`src/rtl/data_mem_dma.sv`:
```
// Data-memory bus master: block copy (src->dst) or block fill (constant->dst) of up to 2^data_mem_length words.
// Optional macro DATA_MEM_DMA_CHECKSUM_EN adds a running modulo sum of all written words.
module data_mem_dma #(
    parameter int data_mem_length = 8,
    parameter int data_mem_width  = 8
) (
    input  logic                       clk,
    input  logic                       rst_n,
    input  logic                       start,
    input  logic                       abort,
    input  logic                       mode,
    input  logic [data_mem_length-1:0] src,
    input  logic [data_mem_length-1:0] dst,
    input  logic [data_mem_length:0]   len,
    input  logic [data_mem_width-1:0]  fill_val,
    output logic [data_mem_length-1:0] mem_addr,
    output logic                       mem_wr,
    output logic [data_mem_width-1:0]  mem_wdata,
    input  logic [data_mem_width-1:0]  mem_rdata,
    output logic                       busy,
    output logic                       done,
`ifdef DATA_MEM_DMA_CHECKSUM_EN
    output logic [data_mem_width-1:0]  checksum,
`endif
    output logic [data_mem_length:0]   words_done
);

    localparam logic [1:0] S_IDLE = 2'd0;
    localparam logic [1:0] S_RD   = 2'd1;
    localparam logic [1:0] S_WR   = 2'd2;
    localparam logic [1:0] S_FIN  = 2'd3;

    localparam logic [data_mem_length:0] LAST_WORD = 1;

    logic [1:0]                 state;
    logic [data_mem_length-1:0] src_ptr;
    logic [data_mem_length-1:0] dst_ptr;
    logic [data_mem_length-1:0] last_addr;
    logic [data_mem_length:0]   remaining;
    logic                       mode_q;
    logic [data_mem_width-1:0]  fill_q;
    logic [data_mem_width-1:0]  data_buf;

    // Outputs decode from registered state only; address parks on the last driven value when idle.
    always_comb begin
        mem_addr  = last_addr;
        mem_wr    = 1'b0;
        mem_wdata = '0;
        case (state)
            S_RD: mem_addr = src_ptr;
            S_WR: begin
                mem_addr  = dst_ptr;
                mem_wr    = 1'b1;
                mem_wdata = mode_q ? fill_q : data_buf;
            end
            default: ;
        endcase
    end

    assign busy = (state == S_RD) || (state == S_WR);
    assign done = (state == S_FIN);

    always_ff @(posedge clk) begin
        if (!rst_n) begin
            state      <= S_IDLE;
            src_ptr    <= '0;
            dst_ptr    <= '0;
            last_addr  <= '0;
            remaining  <= '0;
            mode_q     <= 1'b0;
            fill_q     <= '0;
            data_buf   <= '0;
            words_done <= '0;
`ifdef DATA_MEM_DMA_CHECKSUM_EN
            checksum   <= '0;
`endif
        end else begin
            case (state)
                S_IDLE: begin
                    if (start) begin
                        src_ptr    <= src;
                        dst_ptr    <= dst;
                        remaining  <= len;
                        mode_q     <= mode;
                        fill_q     <= fill_val;
                        words_done <= '0;
`ifdef DATA_MEM_DMA_CHECKSUM_EN
                        checksum   <= '0;
`endif
                        if (len == '0)
                            state <= S_FIN;
                        else
                            state <= mode ? S_WR : S_RD;
                    end
                end
                S_RD: begin
                    last_addr <= src_ptr;
                    data_buf  <= mem_rdata;
                    src_ptr   <= src_ptr + 1'b1;
                    state     <= abort ? S_FIN : S_WR;
                end
                S_WR: begin
                    // The write on this edge always lands and is counted, even when aborting.
                    last_addr  <= dst_ptr;
                    dst_ptr    <= dst_ptr + 1'b1;
                    remaining  <= remaining - 1'b1;
                    words_done <= words_done + 1'b1;
`ifdef DATA_MEM_DMA_CHECKSUM_EN
                    checksum   <= checksum + mem_wdata;
`endif
                    if (abort || remaining == LAST_WORD)
                        state <= S_FIN;
                    else
                        state <= mode_q ? S_WR : S_RD;
                end
                default: state <= S_IDLE;
            endcase
        end
    end

endmodule

```
`config.mk`:
```
export PLATFORM = sky130hd
export DESIGN_NAME = data_mem_dma
export DESIGN_NICKNAME = d
export VERILOG_FILES = /design/src/rtl/data_mem_dma.sv
export SDC_FILE = /design/constraint.sdc
export NUM_CORES = 1
export LEC_CHECK = 0
export BUFFER_PORTS_ARGS = -buffer_cell sky130_fd_sc_hd__buf_2
export CAP_MARGIN = 20
export CORE_MARGIN = 2
export CORE_UTILIZATION = 50
export DETAILED_ROUTE_END_ITERATION = 6
export PLACE_DENSITY = 0.81
export SLEW_MARGIN = 10
export SYNTH_ARGS = -nofsm -noshare
export SYNTH_HDL_FRONTEND = slang
export SYNTH_SLANG_ARGS = --single-unit
```
`constraint.sdc`:
```
create_clock -name clk -period 4.6 [get_ports clk]
set_input_delay 0.92 -clock clk [delete_from_list [all_inputs] [get_ports clk]]
set_output_delay 0.92 -clock clk [all_outputs]
set_load 0.01 [all_outputs]
```
## Yosys cells after proc, flatten, opt, wreduce, memory -nomap -nowiden

Cells that the tools add are included.

- Equality and inequality tests: 5
- Reductions and logical operators: 9
- $add $sub $neg: 4
- Mux-type cells: 19

Operators with widths:

| cell | count |
|---|---|
| $pmux W8 S2 | 3 |
| $pmux W9 S2 | 2 |
| $mux W8 | 4 |
| $mux W9 | 2 |
| $add A8 B1 Y8 const B | 2 |
| $mux W2 | 5 |
| $add A9 B1 Y9 const B | 1 |
| $eq A9 B1 Y1 const B | 1 |
| $logic_not A9 Y1 | 1 |
| $sub A9 B1 Y9 const B | 1 |
| $pmux W2 S3 | 1 |
| $reduce_and A2 Y1 | 3 |
| $eq A2 B2 Y1 const B | 2 |
| $reduce_bool A2 Y1 | 2 |
| $eq A2 B1 Y1 const B | 1 |
| $logic_not A2 Y1 | 1 |
| $logic_or A1 B1 Y1 | 2 |
| $mux W1 | 2 |
| $ne A2 B2 Y1 const B | 1 |

- Register bits: 61
- Input port bits: 46
- Output and inout port bits: 28

## Longest topological paths before layout

Gate-level depths: netlist of run 1.

- Depth in word-level cells: 4
- Mapped depth: 8

## Worst setup path before layout of run 1

Ideal clock, no wire load.

- Path type: register -> output
- Start: register state[1]
- End: output mem_addr[1]
- Buffers on the path: 2
- Data arrival time: 1.547 ns
- Cell stages (with the launch flop): 7
- Setup slack: 2.133 ns
- Path through: dfxtp_1 inv_1 ha_1 clkbuf_1 clkbuf_1 nor2_1 a21oi_1

- Longest elaborated chain between the ends: 2
- Elaborated cells on any way between the ends: 3

Ends and longest elaborated chain:

| what | line | RTL |
|---|---|---|
| start: declaration | 35 | `logic [1:0] state;` |
| start signal: assignment | 93 | `state <= mode ? S_WR : S_RD;` |
| start signal: assignment | 100 | `state <= abort ? S_FIN : S_WR;` |
| start signal: assignment | 114 | `state <= mode_q ? S_WR : S_RD;` |
| $eq A2 B2 Y1 or $eq A2 B1 Y1 (tied branches) | 49 | `case (state)` |
| $pmux W8 S2 (*) | - |  |
| end: declaration | 16 | `output logic [data_mem_length-1:0] mem_addr,` |

Every way passes the cells marked *; elsewhere a longest branch is shown, timed or not.

## Final worst setup path of run 1

- Start: register state[0]
- End: output mem_wdata[7]

- Longest elaborated chain between the ends: 2

Ends and longest elaborated chain:

| what | line | RTL |
|---|---|---|
| $eq A2 B2 Y1 | 49 |  |
| $mux W8 | 49 |  |
| end: declaration | 18 | `output logic [data_mem_width-1:0] mem_wdata,` |

No other way between the ends.

==> results of run 1 <==
through the flow:
| stage | power (mW) | cells | utilization | hold WS [ps] |
|---|---|---|---|---|
| after global routing | 2.67 | 537 | 0.603 | 479 |
| after CTS | 2.47 | 537 | 0.603 | 460 |
| after floorplan | 1.68 | 396 | - | 436 |
| final | 2.47 | 537 | 0.603 | 454 |
| after global placement | 1.91 | 522 | 0.569 | 442 |
| after detailed placement | 1.95 | 522 | 0.569 | 449 |
layout make-up:
cell class              count  area (µm²)  area share
inverters                  12        45.0      0.0119
clock buffers               9         124      0.0327
repair buffers             77         395       0.104
flip-flops and latches     61        1220       0.323
clock inverters             6        88.8      0.0235
multi-input cells         295        1810       0.479
well taps                  77        96.3      0.0255
logic make-up (layout without fill, tap and decap cells):
| kind of cell | after synthesis | after routing |
|---|---|---|
| compound gates | 118 | 118 |
| simple gates | 142 | 142 |
| buf+inv | 40 | 104 |
| fa+ha+maj | 9 | 9 |
| flops | 61 | 61 |
| xor+xnor | 5 | 5 |
| mux | 21 | 21 |
cell usage after synthesis, drive strengths merged (3+ instances only):
cell and n:
a22oi 11, o32ai 3, mux2i 20, buf 17
a21oi 43, o21ai 22, a211oi 5, inv 12
o22ai 3, ha 9, nor3 6, a41oi 3
nand4 4, nor4 6, a311oi 6, clkbuf 11
nand3 12, xor2 3, or3 4, nor2 49
and2 9, nor2b 6, o2bb2ai 3, nand2 38
dfxtp 61
per-layer routing:
layer	global-route usage	wire, µm	share of wire
met5	0	0	0
met4	0.0674	116	0.014
met3	0.0682	581	0.072
met2	0.365	3700	0.46
met1	0.319	3660	0.45
path summary, 6_finish.rpt:
path | start | end | slack, ps | cells after the start
setup / recovery | state[0]$_SDFFE_PN0P_ | mem_wdata[7] | 1470 | 6
hold / removal | fill_q[4]$_SDFFE_PN0P_ | fill_q[4]$_SDFFE_PN0P_ | 450 | 2
setup reg to reg | state[1]$_SDFFE_PN0P_ | src_ptr[3]$_SDFFE_PN0P_ | 2040 | 7
hold reg to reg | fill_q[4]$_SDFFE_PN0P_ | fill_q[4]$_SDFFE_PN0P_ | 450 | 2
worst min-delay path: cells and delay by family, from the launching register on:
| kind | cells | cell delay, ps |
|---|---|---|
| flops | 1 | 310 |
| simple gates | 1 | 50 |
| compound gates | 1 | 50 |
sequential cells by signal, summed over array words and instances, names as in the netlist:
register and flops:
fill_q 8, data_buf 8, remaining 9, src_ptr 8, mode_q 1, dst_ptr 8, last_addr 8, state 2
words_done 9
power by group:
part	internal (mW)	switching, mW	total (mW)	leakage (nW)
combinational	0.447	0.682	1.13	0.926
clock	0.302	0.217	0.519	0.101
sequential	0.670	0.154	0.824	0.500
==> flow_summary.yaml, run 1 <==
run_status:
  status: "finished, final reports clean"
synth:
  synth_xor_area_frac: 0.0137
  synth_edf_count: 0
  synth_nets: 451
  ys_warn_count: 0
  syn_area_per_cell_um2: 8.10
  synth_top_area_frac: 0.381
  synth_area_um2: 3210
  ys.flop_type: "dfxtp_1"
  synth_compound_area_frac: 0.237
  synthCells: 396
  yosysUniqueCellTypes: 53
  synth-adder-area-share: 0.0351
  synth-seq-cells: 61
  synth-async-reset-ratio: 0
  synth_top_family_by_area: "compound AO/OA/AOI/OAI gates"
  seq_area_frac_synth: 0.381
  synth_area_leaders: "dfxtp_1 38%, a21oi_1 6.7%, mux2i_1 6.2%"
  yosys.area_share.simple: 0.213
  synthMuxAreaShare: 0.0671
  synth_top_area_cell: "dfxtp_1"
timing:
  layout_min_cycle_time_ps: 3130
  clock_skew_ps: 9.44
  fin_crit_sh: 0.680
  tns_ps: 0
  worst_slew_pin_slew_ps: 856
  fin_ws_ps: 1470
  timing.fmax_ghz: 0.320
  drv_slew: 0
  hold_viol: 0
  slew_headroom: 0.429
  finalSetupViolCount: 0
  rsz0062_at_grt: "no"
floorplan:
  placementRows: 29
  core_um2: 6280
  start_util: 0.511
  die_y_um: 84.1
  num_io_pins: 74
  dieArea_um2: 7070
  die_x_um: 84.1
detailed_routing:
  drt_pass1_iterations: 5
  drt_iter0_drc: 291
  wl_per_cell_um: 15.0
  drt-total-wl_um: 8060
  vias: 3110
  drc: 0
  detail-route-antenna-nets: 0
  vias_per_cell: 5.79
grt:
  grt_pass1_vias: 2897
  grt_usage: 0.235
  antenna_found_initial: 0
  grt_max_degree: 42
  gr-total-overflow: 0
  grt_pass1_wl_um: 13600
clock_tree:
  cts-htree-levels: 3
  post_cts_buffers: 0
  clock-sinks: 61
  cts_buffers: 9
  cts_resized: 0
  cts_tree: "done"
  insertion_delay_ps: 340
  clockRootBuffer: "clkbuf_8"
  path_clk_slew_ps: 70
  cts_buffer_depth: 2
  ctsHoldBuffers: 0
critical_path:
  critical-path-top-delay-family: "buffers and inverters"
  cp_common_cell: "inv_1"
  cp_cell_sequence: "inv_1 > ha_1 > buf_4 > inv_1 > nor2_1 > buf_2"
  worst_setup_path_start_kind: "flop"
  slowest_stage: "inv_1"
  crit_path_max_fanout: 41
  critPathMaxStageDelay_ps: 680
  critPathCaptureType: "output pin"
  crit_buf_inv: 4
  arrival_ps: 2210
  cp.required_ps: 3680
  worstSetupPathType: "flop to output pin"
layout:
  layout_common_cells: "73 x buf_2, 61 x dfxtp_1, 49 x nor2_1, 43 x a21oi_1, 38 x nand2_1"
  fill_cells: 585
  final_nets: 511
  antenna_cells: 0
  area_growth_syn_to_layout_pct: 17.9
  drive_gt1_frac: 0.213
  fin_area_um2: 3780
  layout_commonest_cell: "buf_2"
power:
  power.leakage_nw: 1.53
  ir_worst_vdd_mv: 0.441
  power.density_nw_per_um2: 653
place:
  place_ws_ps: 1850
  hpwl_um: 5550
  gp_congestion: 0.819
  io_buffers: 73
  dpl_cell_area_um2: 3570
worst_hold_path:
  hold_class: "flop to flop"
run:
  drv_cap: 0
Note: power is estimated with default switching activity, not from simulation.
==> run 2: changes to the inputs <==
Clock period 4.6 ns to 2.9 ns, I/O delays scaled along.
==> run 2 against run 1 <==
Net effect: flip-flop and latch count did not move; setup slack lost 1200 ps; sequential power increased by 59%; first-iteration DRC count fell by 7.6%; design area up 0.53%; clock power grew 53%; non-clock buffer count up 3; register-to-register slack got worse by 1400 ps; worst hold slack better by 0.99 ps; die area unchanged; critical path depth shrank 1; count of clock-buffer cells in the layout up 2.
==> flow_summary.yaml, run 2 (synthesis results as in run 1) <==
place:
  gp_congestion: 0.782
  dpl_cell_area_um2: 3590
  hpwl_um: 5690
  place_ws_ps: 694
  io_buffers: 73
clock_tree:
  cts-htree-levels: 3
  insertion_delay_ps: 350
  cts_tree: "done"
  cts_resized: 0
  ctsHoldBuffers: 0
  clockRootBuffer: "clkbuf_8"
  cts_buffer_depth: 2
  cts_buffers: 9
  path_clk_slew_ps: 70
  clock-sinks: 61
  post_cts_buffers: 0
grt:
  gr-total-overflow: 0
  grt_pass1_wl_um: 13500
  grt_pass1_vias: 2811
  antenna_found_initial: 0
  grt_usage: 0.234
  grt_max_degree: 26
timing:
  clock_skew_ps: 8.28
  finalSetupViolCount: 0
  hold_viol: 0
  worst_slew_pin_slew_ps: 798
  tns_ps: 0
  fin_ws_ps: 308
  rsz0062_at_grt: "no"
  fin_crit_sh: 0.894
  drv_slew: 0
  layout_min_cycle_time_ps: 2590
  timing.fmax_ghz: 0.386
  whs_ps: 455
  slew_headroom: 0.467
run_status:
  status: "finished, final reports clean"
floorplan:
  placementRows: 29
  start_util: 0.511
  num_io_pins: 74
  dieArea_um2: 7070
  die_x_um: 84.1
  die_y_um: 84.1
  core_um2: 6280
layout:
  reg_top3: "remaining (9), words_done (9)"
  layout_common_cells: "73 x buf_2, 61 x dfxtp_1, 49 x nor2_1, 43 x a21oi_1, 38 x nand2_1"
  layout_commonest_cell: "buf_2"
  antenna_cells: 0
  area_growth_syn_to_layout_pct: 18.6
  final_nets: 514
  drive_gt1_frac: 0.220
  fin_area_um2: 3800
power:
  p_int_mw: 2.25
  ir_worst_vdd_mv: 0.674
  seqPwrFrac: 0.331
  clock_power_share: 0.201
  p_sw_mw: 1.70
  swShare: 0.431
  combPwrFrac: 0.468
  power.density_nw_per_um2: 1040
  power.leakage_nw: 1.54
  power_mw: 3.95
run:
  drv_cap: 0
detailed_routing:
  vias_per_cell: 5.87
  wl_per_cell_um: 15.3
  detail-route-antenna-nets: 0
  drt-total-wl_um: 8270
  drc: 0
  vias: 3173
  drt_pass1_iterations: 6
  drt_iter0_drc: 269
critical_path:
  critPathCaptureType: "output pin"
  crit_path_max_fanout: 17
  r2r_slack_ps: 650
  worstSetupPathType: "flop to output pin"
  cp.required_ps: 2320
  worst_setup_path_start_kind: "flop"
  arrival_ps: 2010
worst_hold_path:
  hold_class: "flop to flop"
==> run 2: changes by cell type in the layout (fill, tap and decap cells not counted), sizes merged <==
cell    before  now
buf         77   80
bufinv       2    1
clkbuf       9   11
==> run 2: worst paths after layout <==
check / from / cells after the start / endpoint
setup / recovery: state[0]$_SDFFE_PN0P_ / 5 / mem_wdata[6]
hold / removal: fill_q[1]$_SDFFE_PN0P_ / 2 / fill_q[1]$_SDFFE_PN0P_
setup reg to reg: state[0]$_SDFFE_PN0P_ / 7 / dst_ptr[5]$_SDFFE_PN0P_
hold reg to reg: fill_q[1]$_SDFFE_PN0P_ / 2 / fill_q[1]$_SDFFE_PN0P_
==> run 2: layout make-up <==
class	count	area, µm²
clock buffer	11	151
clock inverter	5	58.8
fill	575	2470
inverter	12	45.0
multi-input combinational	295	1810
sequential	61	1220
tap	77	96.3
timing repair buffer	80	418
==> run 2: worst max-delay path: stages (launching register included) <==
cell     delay [ps]
dfxtp_1         330
inv_1           110
ha_1            570
inv_1           310
nor2_1          190
buf_2           150
==> run 2: power groups by stage <==
stage	logic [mW]	registers [mW]	clock network, mW
after floorplan	1.42	1.24	0
after global placement	1.77	1.30	0
after detailed placement	1.82	1.32	0
after CTS	1.83	1.30	0.805
after global routing	2.06	1.34	0.843
final	1.85	1.31	0.793
==> run 2: per-layer routing <==
layer | wire length (µm) | GRT usage | vias up
met1 | 3720 | 0.321 | 1431
met3 | 698 | 0.0623 | 17
met4 | 125 | 0.0821 | 0
met5 | 0 | 0 | -
li1 | - | - | 1563
met2 | 3720 | 0.354 | 162
==> run 2: metrics by stage <==
step | util | instances
3_5_place_dp | 0.572 | 525
6_report | 0.606 | 541
3_3_place_gp | 0.572 | 525
2_1_floorplan | - | 396
5_1_grt | 0.606 | 541
4_1_cts | 0.606 | 541
==> run 3: changes to the inputs <==
Clock period 2.9 ns to 2.59 ns, I/O delays scaled along.
==> run 3 against run 2 <==
Net effect: first-iteration DRC count grew 8.9%; register-to-register slack worse by 90 ps; setup slack worse by 140 ps; power is 14% higher; critical path depth increased by 1; count of clock-buffer cells in the layout increased by 1; cell count is the same; global-route usage decreased by 0.30 points.
==> flow_summary.yaml, run 3 (synthesis results as in run 1) <==
detailed_routing:
  vias: 3194
  drt_iter0_drc: 293
  detail-route-antenna-nets: 0
  drc: 0
  drt-total-wl_um: 8060
  vias_per_cell: 5.90
  wl_per_cell_um: 14.9
  drt_pass1_iterations: 6
critical_path:
  arrival_ps: 1900
  cp_cell_sequence: "inv_1 > ha_1 > buf_4 > inv_1 > nor2_1 > buf_2"
  crit_buf_inv: 4
  cp.required_ps: 2070
  worstSetupPathType: "flop to output pin"
  crit_path_max_fanout: 18
  critPathCaptureType: "output pin"
  worst_setup_path_start_kind: "flop"
  cp_common_cell: "inv_1"
  r2r_slack_ps: 560
  slowest_stage: "inv_1"
  critPathMaxStageDelay_ps: 440
  critical-path-top-delay-family: "buffers and inverters"
power:
  ir_worst_vdd_mv: 0.645
  power.leakage_nw: 1.56
  power.density_nw_per_um2: 1170
clock_tree:
  insertion_delay_ps: 340
  cts_tree: "done"
  cts_buffers: 9
  clock-sinks: 61
  clockRootBuffer: "clkbuf_8"
  cts-htree-levels: 3
  cts_buffer_depth: 2
  path_clk_slew_ps: 70
  cts_resized: 0
  ctsHoldBuffers: 0
  post_cts_buffers: 0
run:
  drv_cap: 0
layout:
  fin_cells: 541
  reg_top3: "remaining (9), words_done (9)"
  drive_gt1_frac: 0.220
  fill_cells: 571
  register_area_um2: 1220
  area_growth_syn_to_layout_pct: 19.5
  layout_common_cells: "73 x buf_2, 61 x dfxtp_1, 49 x nor2_1, 43 x a21oi_1, 38 x nand2_1"
  multi_input_area_um2: 1810
  antenna_cells: 0
  final_nets: 515
  utilization: 0.611
  layout_commonest_cell: "buf_2"
floorplan:
  start_util: 0.511
  die_y_um: 84.1
  dieArea_um2: 7070
  placementRows: 29
  core_um2: 6280
  die_x_um: 84.1
  num_io_pins: 74
timing:
  rsz0062_at_grt: "no"
  layout_min_cycle_time_ps: 2420
  fin_ws_ps: 167
  timing.fmax_ghz: 0.413
  clock_skew_ps: 7.30
  fin_crit_sh: 0.936
  tns_ps: 0
  drv_slew: 0
  finalSetupViolCount: 0
  slew_headroom: 0.482
  worst_slew_pin_slew_ps: 772
  hold_viol: 0
grt:
  gr-total-overflow: 0
  antenna_found_initial: 0
  grt_pass1_wl_um: 13300
  grt_pass1_vias: 2891
  grt_max_degree: 27
  grt_usage: 0.231
place:
  io_buffers: 73
  hpwl_um: 5540
  dp_cells: 526
  place_ws_ps: 545
  gp_congestion: 0.814
run_status:
  status: "finished, final reports clean"
worst_hold_path:
  hold_class: "input port to flop"
## run 3: cell count changes in the layout (fill, tap and decap cells not counted)
cell / change
clkinvlp_4: -1
bufinv_16: +1
clkbuf_8: +1
clkinv_4: -1
buf_4: +1
clkinv_2: -1
## run 3: worst register-to-register path: stages (launching register included)
cell and delay (ps):
dfxtp_1 360, inv_1 90, ha_1 220, buf_4 180
inv_1 440, buf_4 290, a21oi_1 60, o211ai_1 180
o21ai_0 100
## run 3: cell type report
cell class	instances	area share
Multi-Input combinational cell	295	0.473
Sequential cell	61	0.319
Timing Repair Buffer	81	0.111
Clock buffer	12	0.0431
Tap cell	77	0.0251
Clock inverter	3	0.0176
Inverter	12	0.0117
## run 3: report_power, final
group	internal, mW	leakage, nW	total, mW	switching (mW)
logic	0.829	0.946	2.04	1.21
clock network	0.615	0.115	0.980	0.365
registers	1.19	0.500	1.47	0.278
total	2.64	1.56	4.49	1.86
## run 3: through the flow
stage	area, µm²	power, mW	hold WS, ps
floorplan	3210	2.98	436
global placement	3600	3.43	442
detailed placement	3600	3.49	450
CTS	3830	4.49	402
global route	3830	4.82	418
finish	3830	4.49	409
## run 3: metal layers
metal  part of all wire  track usage  vias to the layer above
li1                   -            -                     1562
met1               0.43        0.299                     1476
met2               0.46        0.370                      141
met3              0.090       0.0593                       15
met4              0.019       0.0865                        0
met5                  0            0                        -
## run 3: final timing paths
kind,from,endpoint,depth (start not counted)
max reg2reg,state[0]$_SDFFE_PN0P_,remaining[7]$_SDFFE_PN0P_,8
max,state[0]$_SDFFE_PN0P_,mem_wdata[1],6
min reg2reg,fill_q[6]$_SDFFE_PN0P_,fill_q[6]$_SDFFE_PN0P_,2
min,fill_val[7],fill_q[7]$_SDFFE_PN0P_,3
